==> src/rtl/rsa_byte_frontend.sv <==
// rsa_byte_frontend: byte-stream wrapper around the 256-bit modexp core.
// Receives n, e and ciphertext blocks MSB-first over an 8-bit valid/ready
// stream, starts the core, and returns the low 31 result bytes over an
// 8-bit valid/ready transmit stream. The key is loaded once per reset.
module rsa_byte_frontend #(
    parameter int BYTES_IN  = 32,
    parameter int BYTES_OUT = 31
) (
    input  logic                  i_clk,
    input  logic                  i_rst,
    input  logic [7:0]            i_rx_data,
    input  logic                  i_rx_valid,
    output logic                  o_rx_ready,
    output logic [7:0]            o_tx_data,
    output logic                  o_tx_valid,
    input  logic                  i_tx_ready,
    output logic                  o_core_start,
    output logic [8*BYTES_IN-1:0] o_core_a,
    output logic [8*BYTES_IN-1:0] o_core_e,
    output logic [8*BYTES_IN-1:0] o_core_n,
    input  logic [8*BYTES_IN-1:0] i_core_result,
    input  logic                  i_core_finished
);

    localparam int         WIN     = 8 * BYTES_IN;
    localparam int         WOUT    = 8 * BYTES_OUT;
    localparam logic [4:0] RX_LAST = 5'(BYTES_IN - 1);
    localparam logic [4:0] TX_LAST = 5'(BYTES_OUT - 1);

    typedef enum logic [2:0] {
        S_N,
        S_E,
        S_C,
        S_START,
        S_WAIT,
        S_TX
    } state_t;

    state_t          state;
    state_t          state_next;
    logic [WIN-1:0]  n_reg;
    logic [WIN-1:0]  e_reg;
    logic [WIN-1:0]  a_reg;
    logic [WOUT-1:0] tx_reg;
    logic [4:0]      rx_count;
    logic [4:0]      tx_count;
    logic            rx_accept;
    logic            tx_accept;
    logic            result_top_unused;

    // The top result byte is never transmitted; fold it away explicitly.
    assign result_top_unused = ^i_core_result[WIN-1:WOUT];

    assign rx_accept = i_rx_valid && o_rx_ready;
    assign tx_accept = o_tx_valid && i_tx_ready;

    assign o_core_n  = n_reg;
    assign o_core_e  = e_reg;
    assign o_core_a  = a_reg;
    assign o_tx_data = tx_reg[WOUT-1 -: 8];

    // Handshake and start outputs are a pure decode of the current state.
    always_comb begin
        o_rx_ready   = 1'b0;
        o_tx_valid   = 1'b0;
        o_core_start = 1'b0;
        case (state)
            S_N, S_E, S_C: o_rx_ready   = 1'b1;
            S_START:       o_core_start = 1'b1;
            S_TX:          o_tx_valid   = 1'b1;
            default:       ;
        endcase
    end

    // Next-state logic: each receive state ends on the last byte of its word.
    always_comb begin
        state_next = state;
        unique case (state)
            S_N:     if (rx_accept && rx_count == RX_LAST) state_next = S_E;
            S_E:     if (rx_accept && rx_count == RX_LAST) state_next = S_C;
            S_C:     if (rx_accept && rx_count == RX_LAST) state_next = S_START;
            S_START: state_next = S_WAIT;
            S_WAIT:  if (i_core_finished) state_next = S_TX;
            S_TX:    if (tx_accept && tx_count == TX_LAST) state_next = S_C;
            default: state_next = S_N;
        endcase
    end

    // State register; reset always returns to key loading.
    always_ff @(posedge i_clk) begin
        if (i_rst) begin
            state <= S_N;
        end else begin
            state <= state_next;
        end
    end

    // Datapath: operand shift-in, result capture and transmit shift-out.
    always_ff @(posedge i_clk) begin
        if (i_rst) begin
            n_reg    <= '0;
            e_reg    <= '0;
            a_reg    <= '0;
            tx_reg   <= '0;
            rx_count <= '0;
            tx_count <= '0;
        end else begin
            if (rx_accept) begin
                rx_count <= (rx_count == RX_LAST) ? 5'd0 : rx_count + 5'd1;
                case (state)
                    S_N:     n_reg <= {n_reg[WIN-9:0], i_rx_data};
                    S_E:     e_reg <= {e_reg[WIN-9:0], i_rx_data};
                    S_C:     a_reg <= {a_reg[WIN-9:0], i_rx_data};
                    default: ;
                endcase
            end
            if (state == S_WAIT && i_core_finished) begin
                tx_reg   <= i_core_result[WOUT-1:0];
                tx_count <= '0;
            end else if (tx_accept) begin
                tx_reg   <= {tx_reg[WOUT-9:0], 8'h00};
                tx_count <= (tx_count == TX_LAST) ? 5'd0 : tx_count + 5'd1;
            end
        end
    end

endmodule

==> config.mk <==
export PLATFORM = sky130hd
export DESIGN_NAME = rsa_byte_frontend
export DESIGN_NICKNAME = d
export VERILOG_FILES = /design/src/rtl/rsa_byte_frontend.sv
export SDC_FILE = /design/constraint.sdc
export NUM_CORES = 2
export LEC_CHECK = 0
export ABC_AREA = 1
export CAP_MARGIN = 5
export CORE_AREA = 2 2 406 408
export CTS_CLUSTER_DIAMETER = 80
export CTS_CLUSTER_SIZE = 14
export DETAILED_ROUTE_END_ITERATION = 10
export DIE_AREA = 0 0 408 410
export PLACE_DENSITY = 0.48
export SETUP_SLACK_MARGIN = 0.3
export SLEW_MARGIN = 10
export SYNTH_ARGS = -nofsm -noshare
export SYNTH_HDL_FRONTEND = slang
export SYNTH_SLANG_ARGS = --single-unit
==> constraint.sdc <==
create_clock -name i_clk -period 1.8 [get_ports i_clk]
set_clock_uncertainty 0.2 [all_clocks]
set_input_delay 0.45 -clock i_clk [delete_from_list [all_inputs] [get_ports i_clk]]
set_output_delay 0.45 -clock i_clk [all_outputs]
set_load 0.03 [all_outputs]
After elaboration in Yosys (flattened, before gate mapping)
Index checks and enable logic that the tools add are counted.
{"block": "op_classes", "add_sub_neg": 2, "eq_ne": 12, "n_mux": 13, "reduce_logical": 13}
{"cell": "two-way mux 248 bit", "n": 2}
{"cell": "case mux 3 bit (6 select lines)", "n": 1}
{"cell": "two-way mux 3 bit", "n": 5}
{"cell": "adder 5 x 1 -> 5 bit, second input constant", "n": 2}
{"cell": "equality test 5 bit, second input constant", "n": 2}
{"cell": "two-way mux 5 bit", "n": 2}
{"cell": "!= test 2 bit, second input constant", "n": 5}
{"cell": "equality test 3 x 2 -> 1 bit, second input constant", "n": 2}
{"cell": "equality test 3 bit, second input constant", "n": 2}
{"cell": "AND reduction 2 bit", "n": 3}
{"cell": "logical AND 1 bit", "n": 5}
{"cell": "AND reduction 5 bit", "n": 1}
{"cell": "equality test 3 x 1 -> 1 bit, second input constant", "n": 1}
{"cell": "zero test 3 bit", "n": 1}
{"cell": "two-way mux 1 bit", "n": 3}
{"cell": "OR reduction 3 bit", "n": 1}
{"cell": "nonzero test 2 bit", "n": 1}
{"cell": "OR reduction 2 bit", "n": 1}
{"block": "totals", "register_bits": 1029, "inputBits": 269, "out_inout_bits": 779, "wordCells": 47}

Longest topological paths before layout
{"block": "depth", "word_depth": 7, "ltp_mapped": 11, "mapped_depth_nobuf": 11}

Worst setup path after synthesis
No wires, ideal clock.
{"block": "synth_timing", "kind": "register to register", "from": "register rx_count[0]", "to": "register state[2]", "setup_time_ns": 0.109, "arrival_time_ns": 1.362, "required_ns": 1.491, "path_slack_ns": 0.129, "stages_incl_launch_ff": 12, "path_buffers": 0, "period_less_slack_ns": 1.671, "path_cell_list": "dfxtp_1 -> ha_1 -> inv_1 -> nor3_1 -> ha_1 -> inv_1 -> o21ai_0 -> nand2_1 -> nor2_1 -> nand2_1 -> nand2_1 -> inv_1"}
{"block": "synth_between", "elab_chain_len": 4, "elab_cells_between_ends": 6, "classes_between": "eq/ne: 4; reduce/logical: 2"}
{"element": "from (decl)", "line": "45", "rtl": "logic [4:0] rx_count;"}
{"element": "from (signal assigned)", "line": "109", "rtl": "rx_count <= (rx_count == RX_LAST) ? 5'd0 : rx_count + 5'd1;"}
{"element": "equality test 5 bit *", "line": "79, 80, 81"}
{"element": "logical AND 1 bit *", "line": "79, 80, 81"}
{"element": "!= test 2 bit (no line)"}
{"element": "AND reduction 5 bit (no line) *"}
{"element": "to (signal assigned)", "line": "94", "rtl": "state <= state_next;"}
{"element": "to (decl)", "line": "39", "rtl": "state_t state;"}
Mark *: on every way between the ends. The rest lies on a longest branch, timed or not.
A chain may end at the register's enable or synchronous reset.

Worst setup path in the final report
{"block": "layout_timing", "from": "register state[2]", "to": "output o_rx_ready"}
{"block": "layout_between", "elab_chain_len": 3, "elab_cells_between_ends": 5, "classes_between": "eq/ne: 2; mux: 1; reduce/logical: 2"}
{"element": "equality test 3 x 2 -> 1 bit (tied with other cells)", "line": "67", "rtl": "case (state)"}
{"element": "OR reduction 3 bit *", "line": "67"}
{"element": "two-way mux 1 bit *", "line": "67"}
{"element": "to (decl)", "line": "13", "rtl": "output logic o_rx_ready,"}
Marked as above.

==> out/results.ini <==
[yosys]
async_reset_ff_frac=0
synthDistinctLibCells=24
syn_area_sq_um=38200
ys_seq_area_frac=0.539
syn-num-nets=5547
synth_edf_count=0
ys_warn_count=0
syn_inst=5274
ys.flop_type=dfxtp_1
ys_ff_latch=1029
syn_area_per_cell_sq_um=7.25

[cts]
ctsHtreeMaxLevel=3
cts_made_buffers=91
clockRootBuffer=clkbuf_16
clk_path_buf_depth=3
clk_latency_ps=720
clock-sinks=1029
path_clk_slew_ps=70
tritoncts=yes

[outcome]
failed_checks=negative setup slack
status=finished, violations left

[placement]
place_area_sq_um=57100
hpwl_um=121000
place_congestion=0.833
io_buffers=1039

[die]
core_sq_um=163000
top_level_ports=1048
die_area_sq_um=167000
initial_core_util=0.234
fp.dieH_um=410
die_w_um=408
placementRows=149

[power_and_ir_drop]
total_power_mw=47.2
p_leak_nw=27.8
peakVddDrop_v=0.000636
p_per_area_nw_per_um2=703

[finish]
syn2layout_area_growth_pct=75.3
design_area_sq_um=67000
multi_input_area_sq_um=15800
nFillCells=16400
final_common_cell=nor2_1
nets=7031
drive_gt1_frac=0.345
register_area_sq_um=21800
final_core_util=0.410
mostFrequentLayoutCells=2,204 x nor2_1, 632 x o21ai_0, 526 x buf_4, 512 x buf_12, 498 x dfxtp_1

[min_path]
hold_class=in -> reg
holdCritStartpoint=i_rst

[worst_setup_path]
cp_max_fo=3
cpLargestDelayFamily=buffers and inverters
cp-end-kind=output port
crit_buf_inv=5
worstPathCellList=buf_6, buf_6, inv_4, nand2_4, inv_4, buf_12
cp_data_arrival_time_ps=1570
crit_start=state[2]
crit_type=reg -> out
cp_slowest_cell=dfxtp_4
timing.rr.start=state[2]
critPathMaxStageDelay_ps=350
worst_setup_path_start_kind=flop
critPathRequiredTime_ps=1150

[timing]
worstMarginPinSlew_ps=823
setup_violations=1744
finalHoldViolCount=0
drv_slew=0
finalCritPeriodShare=1.23
slew_headroom=0.452
final.min_clock_period_ps=2220
worst_slack_ps=-421
holdWs_ps=54.1
fin_tns_setup_ps=-222160
rsz0062_at_grt=yes
fmax_ghz=0.450

[route]
viasPerCell=4.39
via_count=39400
routed_wl_um=181000
final_antenna_net_count=0
detail_route.wl_per_cell_um=20.2
drc=0
drt-pass1-iter-count=5
drt_iter0_markers=2359

[global_routing]
first_global_vias=37300
overflow=0
grtUsageTotal=0.196
antenna_found_initial=10
grt_first_pass_wirelength_um=248000
grt_max_degree=130

[run]
maxCapViolCount=0

==> layer usage <==
metal / global-route usage / up-vias / share of wire
met5: 0 / - / 0.00027
met4: 0.0816 / 6 / 0.042
met3: 0.0523 / 256 / 0.066
met2: 0.326 / 1136 / 0.47
met1: 0.237 / 18500 / 0.42
li1: - / 19500 / -
==> Yosys cell counts, types with 6 or more instances <==
library cell     n  area [sq um]
a21oi_1         32           160
buf_1            6          22.5
buf_2          136           681
buf_4           39           293
clkbuf_1       188           706
dfxtp_1       1029         20600
inv_1          249           935
inv_2            8          30.0
nand2_1        314          1180
nand3_1          9          45.0
nor2_1        2245          8430
o21ai_0        776          3880
o21ai_1        223          1120
==> power by group <==
part	total (mW)	switching, mW	internal (mW)	leakage, nW
Clock	19.2	9.50	9.74	1.31
Combinational	4.59	2.29	2.31	17.8
Sequential	23.3	0.440	22.9	8.65
Total	47.2	12.2	34.9	27.8
==> metrics by stage <==
stage | instances | worst slack, ps
finish | 8975 | -421
global route | 8974 | -499
CTS | 8870 | -531
detailed placement | 8413 | -805
global placement | 8413 | -796
floorplan | 5274 | 202
==> timing repair <==
item / 4_1_cts / 5_1_grt
gates resized for setup: 3077 / 450
hold buffers: 4 / 0
cloned: 4 / 64
pin swaps: 3 / 138
setup buffers: 331 / 38
endpoints found under the setup margin: 1807 / 1808
hold endpoints to repair: 34 / 0
==> cell type report <==
class,count,share of cell area
Clock buffer,96,0.0350
Timing Repair Buffer,1754,0.341
Multi-Input combinational cell,3620,0.236
Tap cell,2189,0.0409
Inverter,257,0.0159
Sequential cell,1029,0.326
Timing Repair inverter,5,0.00116
Clock inverter,22,0.00500
Antenna cell,3,0.000112
==> cell families (layout without fill, tap and decap cells) <==
group	Yosys count	after routing	share of synthesized area
buffers and inverters	626	2134	0.0697
other	0	3	0
AND/OR/NAND/NOR	2582	2583	0.255
AO/OA/AOI/OAI	1033	1033	0.135
flip-flops	1029	1029	0.539
adder cells (fa/ha/maj)	4	4	0.00131
==> path summary, 6_finish.rpt <==
check | endpoint | slack, ps | cells after the start
setup reg to reg | o_core_a[249] | -350 | 12
setup / recovery | o_rx_ready | -420 | 6
hold / removal | rx_count[1] | 50 | 5
hold reg to reg | tx_reg[4] | 270 | 2
==> worst reg2reg max path: cells and delay by family, from the launching register on <==
| family | cells | cell delay [ps] |
|---|---|---|
| and+or+nand+nor | 4 | 490 |
| AOI/OAI and AO/OA | 1 | 50 |
| DFF | 1 | 350 |
| buffers and inverters | 7 | 990 |
Note: power is estimated with default switching activity, not from simulation.
